## src/rtl/debug_cmd_dispatcher.sv

```systemverilog
// Top-level debugger command sequencer: decodes host command bytes, runs one sub-FSM
// at a time, routes RX bytes to it and answers the host with a single ACK/NAK byte.
module debug_cmd_dispatcher #(
  parameter logic [7:0] CMD_LOAD       = 8'h4C,
  parameter logic [7:0] CMD_RUN        = 8'h52,
  parameter logic [7:0] CMD_STEP       = 8'h53,
  parameter logic [7:0] ACK_BYTE       = 8'hAA,
  parameter logic [7:0] NAK_BYTE       = 8'hEE,
  parameter int         TIMEOUT_CYCLES = 1000000,
  parameter int         TO_W           = 20
) (
  input  logic       clk,
  input  logic       rst,
  input  logic [7:0] i_rx_data,
  input  logic       is_rx_done,
  input  logic       is_load_done,
  input  logic       is_run_done,
  input  logic       is_step_done,
  input  logic       is_tx_done,
  output logic       os_start_load,
  output logic       os_start_run,
  output logic       os_start_step,
  output logic       os_abort,
  output logic [1:0] o_rx_owner,
  output logic       os_tx_start,
  output logic [7:0] o_tx_data,
  output logic       o_busy,
  output logic       o_prog_loaded,
  output logic       o_timeout
);

  typedef enum logic [2:0] {
    S_IDLE,
    S_WAIT_LOAD,
    S_WAIT_RUN,
    S_WAIT_STEP,
    S_SEND,
    S_WAIT_TX
  } state_t;

  localparam logic [1:0] OWN_DISP = 2'd0;
  localparam logic [1:0] OWN_LOAD = 2'd1;
  localparam logic [1:0] OWN_STEP = 2'd2;

  // The abort is registered, so it is decided one count early; it then appears in the
  // same cycle the counter would have reached TIMEOUT_CYCLES-1.
  localparam logic [TO_W-1:0] TO_LAST = TO_W'(TIMEOUT_CYCLES - 2);
  localparam logic [TO_W-1:0] CNT_ONE = TO_W'(1);

  state_t          r_state, w_state_next;
  logic            r_start_load, w_start_load_next;
  logic            r_start_run, w_start_run_next;
  logic            r_start_step, w_start_step_next;
  logic            r_abort, w_abort_next;
  logic            r_tx_start, w_tx_start_next;
  logic [1:0]      r_rx_owner, w_rx_owner_next;
  logic [7:0]      r_tx_data, w_tx_data_next;
  logic            r_prog_loaded, w_prog_loaded_next;
  logic            r_timeout, w_timeout_next;
  logic [TO_W-1:0] r_to_cnt, w_to_cnt_next;

  always_ff @(posedge clk) begin
    if (!rst) begin
      r_state       <= S_IDLE;
      r_start_load  <= 1'b0;
      r_start_run   <= 1'b0;
      r_start_step  <= 1'b0;
      r_abort       <= 1'b0;
      r_tx_start    <= 1'b0;
      r_rx_owner    <= OWN_DISP;
      r_tx_data     <= 8'h00;
      r_prog_loaded <= 1'b0;
      r_timeout     <= 1'b0;
      r_to_cnt      <= '0;
    end else begin
      r_state       <= w_state_next;
      r_start_load  <= w_start_load_next;
      r_start_run   <= w_start_run_next;
      r_start_step  <= w_start_step_next;
      r_abort       <= w_abort_next;
      r_tx_start    <= w_tx_start_next;
      r_rx_owner    <= w_rx_owner_next;
      r_tx_data     <= w_tx_data_next;
      r_prog_loaded <= w_prog_loaded_next;
      r_timeout     <= w_timeout_next;
      r_to_cnt      <= w_to_cnt_next;
    end
  end

  always_comb begin
    w_state_next       = r_state;
    w_start_load_next  = 1'b0;
    w_start_run_next   = 1'b0;
    w_start_step_next  = 1'b0;
    w_abort_next       = 1'b0;
    w_tx_start_next    = 1'b0;
    w_rx_owner_next    = r_rx_owner;
    w_tx_data_next     = r_tx_data;
    w_prog_loaded_next = r_prog_loaded;
    w_timeout_next     = r_timeout;
    w_to_cnt_next      = r_to_cnt;

    case (r_state)
      S_IDLE: begin
        if (is_rx_done) begin
          if (i_rx_data == CMD_LOAD) begin
            w_start_load_next = 1'b1;
            w_rx_owner_next   = OWN_LOAD;
            w_timeout_next    = 1'b0;
            w_to_cnt_next     = '0;
            w_state_next      = S_WAIT_LOAD;
          end else if (i_rx_data == CMD_RUN && r_prog_loaded) begin
            w_start_run_next = 1'b1;
            w_rx_owner_next  = OWN_DISP;
            w_state_next     = S_WAIT_RUN;
          end else if (i_rx_data == CMD_STEP && r_prog_loaded) begin
            w_start_step_next = 1'b1;
            w_rx_owner_next   = OWN_STEP;
            w_state_next      = S_WAIT_STEP;
          end else begin
            w_tx_data_next = NAK_BYTE;
            w_state_next   = S_SEND;
          end
        end
      end

      S_WAIT_LOAD: begin
        // Completion has priority over a timeout expiring in the same cycle.
        if (is_load_done) begin
          w_prog_loaded_next = 1'b1;
          w_tx_data_next     = ACK_BYTE;
          w_rx_owner_next    = OWN_DISP;
          w_state_next       = S_SEND;
        end else if (is_rx_done) begin
          w_to_cnt_next = '0;
        end else if (r_to_cnt == TO_LAST) begin
          w_abort_next       = 1'b1;
          w_timeout_next     = 1'b1;
          w_prog_loaded_next = 1'b0;
          w_tx_data_next     = NAK_BYTE;
          w_rx_owner_next    = OWN_DISP;
          w_state_next       = S_SEND;
        end else begin
          w_to_cnt_next = r_to_cnt + CNT_ONE;
        end
      end

      S_WAIT_RUN: begin
        if (is_run_done) begin
          w_tx_data_next  = ACK_BYTE;
          w_rx_owner_next = OWN_DISP;
          w_state_next    = S_SEND;
        end
      end

      S_WAIT_STEP: begin
        if (is_step_done) begin
          w_tx_data_next  = ACK_BYTE;
          w_rx_owner_next = OWN_DISP;
          w_state_next    = S_SEND;
        end
      end

      S_SEND: begin
        w_tx_start_next = 1'b1;
        w_state_next    = S_WAIT_TX;
      end

      S_WAIT_TX: begin
        if (is_tx_done) begin
          w_state_next = S_IDLE;
        end
      end

      default: begin
        w_state_next = S_IDLE;
      end
    endcase
  end

  assign os_start_load = r_start_load;
  assign os_start_run  = r_start_run;
  assign os_start_step = r_start_step;
  assign os_abort      = r_abort;
  assign os_tx_start   = r_tx_start;
  assign o_rx_owner    = r_rx_owner;
  assign o_tx_data     = r_tx_data;
  assign o_busy        = (r_state != S_IDLE);
  assign o_prog_loaded = r_prog_loaded;
  assign o_timeout     = r_timeout;

endmodule

```

## config.mk

```make
export PLATFORM = sky130hd
export DESIGN_NAME = debug_cmd_dispatcher
export DESIGN_NICKNAME = d
export VERILOG_FILES = /design/src/rtl/debug_cmd_dispatcher.sv
export SDC_FILE = /design/constraint.sdc
export NUM_CORES = 1
export LEC_CHECK = 0
export CAP_MARGIN = 5
export CORE_MARGIN = 8
export CORE_UTILIZATION = 44
export DETAILED_ROUTE_END_ITERATION = 10
export GPL_ROUTABILITY_DRIVEN = 0
export PLACE_DENSITY = 0.68
export SLEW_MARGIN = 15
export SYNTH_ARGS = -nofsm -noshare
export SYNTH_HDL_FRONTEND = slang
export SYNTH_SLANG_ARGS = --single-unit
```

## constraint.sdc

```tcl
create_clock -name clk -period 2.49 [get_ports clk]
set_input_delay 0.498 -clock clk [delete_from_list [all_inputs] [get_ports clk]]
set_output_delay 0.498 -clock clk [all_outputs]
set_load 0.02 [all_outputs]
```

==> impl_metrics.csv, run 1 <==
group,metric,value,unit
power_and_ir_drop,power_density,468,nW/µm²
finish,instances_no_fill,332,
drt,wl_met3,273,µm
critical_path,endpoint_kind,"register",
place,placedCellCount,324,
status,status,"finished, final reports clean",
drt,m1WireLength,2.39,mm
drt,vias,1903,
finish,drive_gt1_share,11.1,%
floorplan,core,4260,µm²
finish,multi_input_area,1110,µm²
drt,finalWirelength,4.83,mm
synth,avgSynthCellArea,8.03,µm²
power_and_ir_drop,peakVddDrop,0.276,mV
clock_tree,cts_tree,"built",
synth,synth_edf_count,0,
timing,setup_viol,0,
timing,finalCriticalPeriod,2.33,ns
min_path,min_path_cells,2,
power_and_ir_drop,total_power,0.00114,W
timing,slew_violations,0,
min_path,whs_endpoint,"o_rx_owner[0]$_SDFFE_PN0P_",
finish,layout_common_cells,"dfxtp_1 (34), clkdlybuf4s50_1 (30), nor2_1 (19), buf_4 (19), o21ai_0 (18)",
finish,nNetsFinal,296,
grt,grt_pass1_vias,1771,
place,dp_hpwl,3.57,mm
timing,hold_viol,0,
timing,fin_crit_sh,93.6,%
clock_tree,cts.sinks,34,
critical_path,worstSetupStartpointType,"primary input",
flow_run,maxCapViolations,0,
min_path,hp-class,"register to register",
clock_tree,cts_setup_buffers,0,
critical_path,critPathLaunch,"is_rx_done",
drt,first_iter_violations,77,
clock_tree,cts_hold_buffers,0,
drt,drtPass1Iterations,4,
power_and_ir_drop,p_leak,0.829,nW
clock_tree,htree_levels,2,
place,place_area,2350,µm²
synth,synthCells,239,
grt,globalRouteOverflowTotal,0,
critical_path,critPathKind,"primary input to register",
grt,grt_max_degree,28,
finish,num-fill-cells,418,
clock_tree,cts.repair.resized,0,
finish,num_antenna_cells,0,
synth,async_flop_share,0,%
drt,maxUsedRoutingLayer,"met4",
critical_path,required,2.69,ns
finish,synthToLayoutAreaGrowth,27.4,%
synth,synth_largest_area_cell,"dfxtp_1",
finish,seq_area,681,µm²
synth,syn_area,1920,µm²
timing,fmaxAchievable,429,MHz
min_path,min-delay-start,"o_rx_owner[0]$_SDFFE_PN0P_",
synth,synth_seq_cells,34,
place,portBuffers,30,
clock_tree,cts_inserted_buffers,5,
clock_tree,path_clk_slew,0.07,ns
grt,grtUsageTotal,15.4,%
critical_path,crit_chain,"clkdlybuf4s50_1, or4b_1, nor2_1, a21oi_1, buf_12, or3_1, o31ai_1",
floorplan,num_rows,24,
drt,met2_length,2.11,mm
timing,worst_hold_slack,0.462,ns
critical_path,cp_max_fo,27,
synth,yosysWarnings,0,
critical_path,r2r_slack,0.18,ns
drt,antenna_left,0,
drt,drt-vias-per-instance,5.73,
critical_path,r2r_end,"o_rx_owner[1]$_SDFFE_PN0P_",
floorplan,ios,33,
clock_tree,clockBufferDepth,2,
grt,grt_pass1_wl,8.20,mm
critical_path,worstPathArrival,2.53,ns
critical_path,reg2reg_depth,5,
clock_tree,cts_root_buf,"clkbuf_8",
drt,routedWlPerCell,14.6,µm
timing,finalClockSkew,0.00849,ns
floorplan,die_w,82.0,µm
critical_path,r2r_start,"r_to_cnt[6]$_SDFFE_PN0P_",
drt,route.detailed.drc,0,
synth,synth_area_leaders,"dfxtp_1 (35%), o21ai_0 (4.7%), nor2_1 (3.7%), nand3_1 (3.4%), or3_1 (3.3%)",
floorplan,fp.dieH,82.0,µm
critical_path,cpPeakStageDelay,0.48,ns
synth,synth_seq_area_share,35.5,%
floorplan,start_util,45.0,%
clock_tree,insertion_delay,0.29,ns
grt,antenna_found_initial,0,
critical_path,cp_slowest_cell,"clkdlybuf4s50_1",
synth,synth_cell_types,47,
timing,grt_setup_unrepaired,"false",
floorplan,die_area,6730,µm²
synth,synthFlopType,"dfxtp_1",
synth,yosysTopAreaCellShare,35.5,%
finish,final_common_cell,"dfxtp_1",
finish,final_cell_area,2440,µm²
-- power breakdown --
part / internal (W) / switching [W] / total [W] / leakage, nW
clock: 0.000223 / 0.000200 / 0.000423 / 0.0482
combinational: 0.0000794 / 0.0000827 / 0.000162 / 0.506
sequential: 0.000552 / 0.00000599 / 0.000558 / 0.275
-- cell families after synthesis --
group / synth area share, %
compound gates: 21.3
other cells: 0.196
flops: 35.5
fa+ha+maj: 1.30
buf+inv: 6.65
mux: 3.72
simple gates: 31.3
-- area by class of cell --
cell class	count	area share (%)
Multi-Input combinational cell	180	45.6
Tap cell	52	2.66
Timing Repair Buffer	50	18.9
Inverter	8	1.23
Clock buffer	7	3.53
Clock inverter	1	0.205
Sequential cell	34	27.9
-- synthesized netlist by cell type (2+ instances only) --
| cell | number |
|---|---|
| nand2b_1 | 5 |
| o21ai_0 | 18 |
| nor3_1 | 7 |
| a211oi_1 | 3 |
| inv_1 | 8 |
| and3_1 | 4 |
| o311ai_0 | 6 |
| o21a_1 | 3 |
| nand2_1 | 16 |
| or3_1 | 10 |
| nand4_1 | 8 |
| or4_1 | 6 |
| dfxtp_1 | 34 |
| and4_1 | 3 |
| buf_2 | 2 |
| a21oi_1 | 11 |
| ha_1 | 2 |
| clkbuf_1 | 8 |
| a21boi_1 | 2 |
| mux2i_1 | 6 |
| o31ai_1 | 8 |
| o31a_1 | 2 |
| nand3b_1 | 2 |
| buf_4 | 7 |
| nand3_1 | 13 |
| and2_1 | 4 |
| o21bai_1 | 3 |
| nor2_1 | 19 |
-- worst max-delay path by stage --
stage,to,slack (ns),cells after the start
6_report,r_to_cnt[3]$_SDFFE_PN0P_,0.16,7
5_1_grt,r_to_cnt[1]$_SDFFE_PN0P_,0.07,7
4_1_cts,r_to_cnt[3]$_SDFFE_PN0P_,0.17,7
3_5_place_dp,r_to_cnt[18]$_SDFFE_PN0P_,-0.12,7
3_3_place_gp,r_to_cnt[18]$_SDFFE_PN0P_,-0.09,7
2_1_floorplan,r_to_cnt[4]$_SDFFE_PN0P_,0.35,7
-- layer usage --
layer  GRT usage, %  vias up
li1               -      967
met2           23.4       44
met4           5.26        0
met1           20.2      886
met3           4.81        6
met5              0        -
-- worst max-delay path, delay by kind of cell --
| kind | cells | cell delay, ns |
|---|---|---|
| AOI/OAI and AO/OA | 2 | 0.35 |
| buffers and inverters | 2 | 0.65 |
| and+or+nand+nor | 3 | 1.02 |
-- through the flow --
| stage | setup WS (ns) | util [%] | setup TNS, ns |
|---|---|---|---|
| final | 0.159 | 57.3 | 0 |
| after global routing | 0.0723 | 57.3 | 0 |
| after CTS | 0.166 | 57.3 | 0 |
| after detailed placement | -0.123 | 55.2 | -0.955 |
| after global placement | -0.0925 | 55.2 | -0.652 |
| after floorplan | 0.351 | - | 0 |
-- state kept, by name, summed over array words and instances, names as in the netlist --
register,cells
o_rx_owner,2
os_abort,1
o_timeout,1
os_start_step,1
os_tx_start,1
o_prog_loaded,1
r_state,3
r_to_cnt,20
os_start_load,1
o_tx_data,2
os_start_run,1
No activity file was read; power rests on OpenSTA's default activity.
==> inputs of run 2 (changes only) <==
==> constraint.sdc (replaced) <==
create_clock -name clk -period 2.49 [get_ports clk]
set_input_delay 0.498 -clock clk [delete_from_list [all_inputs] [get_ports clk]]
set_output_delay 0.498 -clock clk [all_outputs]
set_load 0.1 [all_outputs]
==> impl_metrics.csv, run 2 (synthesis gave the netlist of run 1 again) <==
group,metric,value,unit
status,status,"finished, final reports clean",
critical_path,endpoint_kind,"register",
finish,drive_gt1_share,16.5,%
timing,worst_slew_pin_slew,0.510,ns
finish,layout_common_cells,"dfxtp_1 (34), buf_4 (33), nor2_1 (19)",
timing,relSlewSlack,65.9,%
clock_tree,clockBufferDepth,2,
clock_tree,cts_tree,"built",
clock_tree,path_clk_slew,0.07,ns
drt,drt-vias-per-instance,5.74,
critical_path,cp_slowest_cell,"clkdlybuf4s50_1",
critical_path,r2r_slack,0.19,ns
finish,synthToLayoutAreaGrowth,25.5,%
grt,globalRouteOverflowTotal,0,
drt,first_iter_violations,110,
critical_path,critPathKind,"primary input to register",
flow_run,maxCapViolations,0,
finish,num_antenna_cells,0,
timing,hold_viol,0,
grt,antenna_found_initial,0,
timing,worst_hold_slack,0.462,ns
floorplan,num_rows,24,
critical_path,cp_max_fo,27,
finish,reg_top3,"r_to_cnt x20, r_state x3",
drt,drtPass1Iterations,4,
finish,top_register,"r_to_cnt",
floorplan,die_w,82.0,µm
finish,instances_no_fill,330,
grt,grt_max_degree,28,
clock_tree,cts.sinks,34,
place,portBuffers,30,
power_and_ir_drop,peakVddDrop,0.298,mV
drt,routedWlPerCell,14.7,µm
grt,grtUsageTotal,15.5,%
critical_path,required,2.71,ns
critical_path,cpPeakStageDelay,0.49,ns
critical_path,worstPathArrival,2.55,ns
critical_path,worst-path-buf-inv,2,
clock_tree,htree_levels,2,
timing,finalClockSkew,0.00839,ns
floorplan,core,4260,µm²
timing,fin_crit_sh,93.5,%
timing,grt_setup_unrepaired,"false",
timing,slew_violations,0,
drt,antenna_left,0,
floorplan,ios,33,
floorplan,fp.dieH,82.0,µm
drt,route.detailed.drc,0,
timing,finalCriticalPeriod,2.33,ns
grt,grt_pass1_vias,1809,
power_and_ir_drop,power_density,538,nW/µm²
clock_tree,cts.repair.resized,0,
drt,vias,1894,
clock_tree,cts_root_buf,"clkbuf_8",
grt,grt_pass1_wl,8.15,mm
floorplan,die_area,6730,µm²
finish,largest_register_ffs,20,
place,dp_hpwl,3.58,mm
timing,setup_viol,0,
power_and_ir_drop,p_leak,0.857,nW
finish,final_common_cell,"dfxtp_1",
min_path,hp-class,"register to register",
clock_tree,cts_setup_buffers,0,
clock_tree,cts_inserted_buffers,5,
critical_path,worstSetupStartpointType,"primary input",
floorplan,start_util,45.0,%
timing,fmaxAchievable,430,MHz
finish,num-fill-cells,407,
finish,nNetsFinal,294,
critical_path,crit_chain,"clkdlybuf4s50_1, or4b_1, nor2_1, a21oi_1, buf_12, or4_1, a21boi_1",
clock_tree,insertion_delay,0.29,ns
place,placedCellCount,322,
timing,setup_tns,0,ns
drt,finalWirelength,4.84,mm
clock_tree,cts_hold_buffers,0,
critical_path,critPathTopFamily,"simple AND/OR/NAND/NOR gates",
[run 2: cell types whose count changed in the layout (fill, tap and decap cells not counted), sizes merged]
cell / before / now
clkbuf: 7 / 8
clkdlybuf4s50: 30 / 14
clkinv: 1 / 0
buf: 20 / 34
[run 2: layer usage]
metal | GRT usage, % | routed length (µm)
met1 | 19.9 | 2300
met2 | 24.4 | 2230
met3 | 4.81 | 252
met4 | 4.21 | 54
met5 | 0 | 0
[run 2: path summary, 6_finish.rpt]
kind,depth (start not counted),from,to
worst max register to register,5,r_to_cnt[6]$_SDFFE_PN0P_,o_rx_owner[1]$_SDFFE_PN0P_
worst max-delay path,7,is_rx_done,r_to_cnt[1]$_SDFFE_PN0P_
worst min register to register,2,o_rx_owner[0]$_SDFFE_PN0P_,o_rx_owner[0]$_SDFFE_PN0P_
worst min-delay path,2,o_rx_owner[0]$_SDFFE_PN0P_,o_rx_owner[0]$_SDFFE_PN0P_
[run 2: worst min-delay path, cell delays in order, from the launching register on]
cell and delay, ns:
dfxtp_1 0.32, nand2_1 0.05, o21bai_1 0.05
[run 2: metrics by stage]
stage	util, %	setup WS [ns]	area [µm²]	total power [W]
after floorplan	-	0.166	1920	0.000757
after global placement	53.9	-0.0932	2300	0.000823
after detailed placement	53.9	-0.123	2300	0.000823
after CTS	56.5	0.171	2410	0.00130
after global routing	56.5	0.0236	2410	0.00135
final	56.5	0.163	2410	0.00130
[run 2: where the power goes]
group	leakage, nW	switching, W	total [W]	internal (W)
combinational	0.524	0.000181	0.000254	0.0000730
clock	0.0575	0.000205	0.000484	0.000279
sequential	0.275	0.00000611	0.000558	0.000551
[run 2: cell type report]
class / instances / area [µm²] / area share (%)
clock buffers: 8 / 110 / 4.57
inverters: 8 / 30.0 / 1.25
repair buffers: 48 / 408 / 16.9
well taps: 52 / 65.1 / 2.70
multi-input cells: 180 / 1110 / 46.3
flip-flops and latches: 34 / 681 / 28.3
==> patch 1 (config.mk and constraints of run 1) <==
Put one more register stage on the output `o_tx_data`, with the module's reset. The value now appears one clock later. The other outputs are not delayed to match.
--- a/src/rtl/debug_cmd_dispatcher.sv
+++ b/src/rtl/debug_cmd_dispatcher.sv
@@ -185,5 +185,11 @@
   assign os_tx_start   = r_tx_start;
   assign o_rx_owner    = r_rx_owner;
-  assign o_tx_data     = r_tx_data;
+  always_ff @(posedge clk) begin
+    if (!rst) begin
+      o_tx_data <= '0;
+    end else begin
+      o_tx_data <= r_tx_data;
+    end
+  end
   assign o_busy        = (r_state != S_IDLE);
   assign o_prog_loaded = r_prog_loaded;
Formal check against the unedited RTL: not equivalent (Yosys sat finds a counterexample within 4 cycles, from zero or initial values and one cycle with rst low).
==> patch 1 against run 1 <==
- synthesized area decreased by 3.4%
- utilization up 4.1 points
- sequential cell count grew 2
- largest cell class unchanged
- critical path type unchanged
- setup slack worse by 0.073 ns
- via count decreased by 5.6%
- register-to-register slack worse by 0.04 ns
- wire length down 1.8%
- worst hold slack worse by 0.0031 ns
- cell area rose by 1.3%
- first-iteration DRC count is 110% higher
- critical endpoint is now r_to_cnt[18]
- power rose by 9.5%
==> patch 1: results (changes against run 1) <==
** GRT
- The pin count of the biggest net entering global routing came to 13 (-54%).
- The total routing resource utilization after global routing is 15.3% (-0.14 points).
- The met2 routing resource usage after global routing is 22.7% (-0.67 points).
- Global-route met1 utilization :: 19.9% (-0.27 points)

** Clock network
- Number of sinks handled by clock tree synthesis :: 36 (+5.9%)
- Setup bufs post-CTS :: 1 (+1)

** Detailed routing
- The wire length the detailed router placed on met1 was 2270 um (-4.8%).
- Met3 wire length :: 284 um (+4.0%)
- Met2 Routed Length :: 2090 um (-1.0%)
- Routed vias/inst :: 5.53 (-3.5%)

** Cells and area
- Number of non-filler instances in the completed layout :: 325 (-2.1%)
- The sequential cell area was 721 um^2 (+5.9%).
- The multi-input gate area in the final layout came to 1070 um^2 (-4.2%).
- NonClk Buf Share :: 20.4% (+1.4 points)
- Clock-cell share of area :: 3.64% (-0.098 points)
- Share of cells above drive strength 1 :: 19.6% (+8.6 points)
- Share of the core filled with cells :: 61.4% (+4.1 points)
- Number of clock buffers in the layout :: 8 (+1)

** Power
- Part of the total power dissipated in sequential elements :: 48.1% (-0.7 points)
- Leakage power :: 0.885 nW (+6.8%)
- Worst-case vdd ir drop :: 328 uV (+19%)

** Timing
- The clock skew after layout was 0.00217 ns (-0.00632 ns).

** Placed design
- Number of cells in the design after placement :: 315 (-2.8%)
- The placed wire-length estimate after detailed placement is 3620 um (+1.5%).

** Logic synthesis
- Average size of a mapped cell :: 8.35 um^2 (+4.0%)
- The count of cell types in the netlist came to 50 (+6.4%).

** Status
- The run finished with clean final reports.

** Critical path
- The largest fanout on the critical path came to 5 (-81%).
## patch 1: cell count changes in the layout (fill, tap and decap cells not counted), sizes merged, moves of 5 or more
cell    delta
xnor2     +10
buf        +9
o311ai     -6
nor2      +11
o21ai     -11
o31ai      -5
mux2i      -6
nor4       +7
or3        -5
## patch 1: final timing paths
| path | startpoint | to | slack, ns | cells after the start |
|---|---|---|---|---|
| min | r_tx_data[5] | o_tx_data[5] | 0.46 | 1 |
| max | i_rx_data[1] | r_to_cnt[18] | 0.09 | 7 |
| max reg2reg | r_state[0] | r_to_cnt[18] | 0.14 | 6 |
| min reg2reg | r_tx_data[5] | o_tx_data[5] | 0.46 | 1 |
## patch 1: logic make-up (layout without fill, tap and decap cells)
group,Yosys count,count (layout),synth area share [%]
flip-flops,36,36,38.9
multiplexers,3,3,1.82
XOR/XNOR,10,10,4.73
buffers and inverters,22,74,5.74
other,1,2,0.202
AO/OA/AOI/OAI,38,38,13.4
adder cells (fa/ha/maj),2,2,1.35
AND/OR/NAND/NOR,110,110,33.8
==> patch 2 (settings of run 1) <==
Without the edit above. Change the parameter `TO_W` from 20 to 30.
--- a/src/rtl/debug_cmd_dispatcher.sv
+++ b/src/rtl/debug_cmd_dispatcher.sv
@@ -8,5 +8,5 @@
   parameter logic [7:0] NAK_BYTE       = 8'hEE,
   parameter int         TIMEOUT_CYCLES = 1000000,
-  parameter int         TO_W           = 20
+  parameter int         TO_W           = 30
 ) (
   input  logic       clk,
Check against the original RTL: no difference found for any inputs over 10 cycles, from zero or initial values and one cycle with rst low; that may be too few to reach the edited logic, so the function may still have changed.
==> patch 2 against run 1 <==
- die area is 24% higher
- cell area is 28% higher
- clock skew hardly changed
- highest routed layer unchanged
- maximum frequency is 3.3% higher
- count of clock-buffer cells in the layout is 1 higher
- setup slack better by 0.074 ns
- combinational power is 120% higher
- power is 36% higher
- sequential cell count is 10 higher
- wire length is 34% higher
- register-to-register slack better by 0.18 ns
- synthesized area is 30% higher
- synthesized cell count is 23% higher
==> patch 2: results (changes against run 1) <==
** Critical path
- CP Max Fanout :: 12 (-56%)
- The worst register-to-register path ends at r_to_cnt[27].
- The data arrival time of the critical path is 1.76 ns (-0.77 ns).
- Tracing the worst setup path back leads to its startpoint at r_state[0].
- Delay of the slowest critical-path stage :: 0.56 ns (+0.08 ns)
- Cell family contributing the most delay on the critical path :: buffers and inverters

** Power
- Net switching power of the design :: 0.438 mW (+52%)
- The reported leakage power came to 1.04 nW (+26%).
- The combinational fraction of design power came to 22.5% (+8.3 points).

** Logic synthesis
- Xor/xnor share of the synthesized area :: 5.62% (+5.6 points)
- The sequential area share after synthesis is 35.3% (-0.16 points).
- By area the synthesized netlist is led by sky130_fd_sc_hd__dfxtp_1 35%, sky130_fd_sc_hd__xnor2_1 5.6%, sky130_fd_sc_hd__a211oi_1 3.3%.
- Average size of a mapped cell :: 8.51 um^2 (+6.0%)
- Synth Area in Compound Gates :: 19.7% (-1.6 points)
- Share of cell area taken by muxes after synthesis :: 2.06% (-1.7 points)

** Cells and area
- The final-stage net count was 360 (+22%).

** GRT
- Global-route met1 utilization :: 21.4% (+1.2 points)
- The total routing resource utilization after global routing was 15.9% (+0.50 points).
- The pin count of the biggest net entering global routing came to 21 (-25%).
- The via count of the first global-routing pass is 2270 (+28%).
- The met2 routing resource usage after global routing was 25.1% (+1.7 points).

** Detailed routing
- Met3 wire length :: 317 um (+16%)
- The number of vias per cell after detailed routing was 5.73 (about the same).
- Met2 Routed Length :: 3000 um (+43%)
- The starting DRC count in detailed routing was 204 (+160%).

** Placed design
- The worst slack at placement is -0.0789 ns (+0.0438 ns).

** Status
- Status :: completed
==> patch 2: cell count changes in the layout (fill, tap and decap cells not counted), sizes merged, moves of 8 or more <==
cell     delta
buf        +16
xnor2      +16
dfxtp      +10
o21ai       -9
a2111oi     +8
a211oi      +8
==> patch 2: final cells by class <==
type / instances / area (um^2) / share of cell area [%]
Clock buffer: 8 / 90.1 / 2.88
Inverter: 12 / 45.0 / 1.44
Multi-Input combinational cell: 214 / 1450 / 46.4
Sequential cell: 44 / 881 / 28.2
Tap cell: 72 / 90.1 / 2.88
Timing Repair Buffer: 66 / 571 / 18.2
==> patch 2: cells by family after synthesis <==
family,Yosys count
and+or+nand+nor,122
AOI/OAI and AO/OA,67
DFF,44
buffers and inverters,36
xor gates and xnor gates,16
muxes,5
adders and majority gates,2
other,1
==> patch 2: timing repair <==
item / CTS / global route
endpoints found under the hold margin: 0 / 0
resized for setup: 0 / 1
endpoints found under the setup margin: 0 / 1
setup buffers: 0 / 0
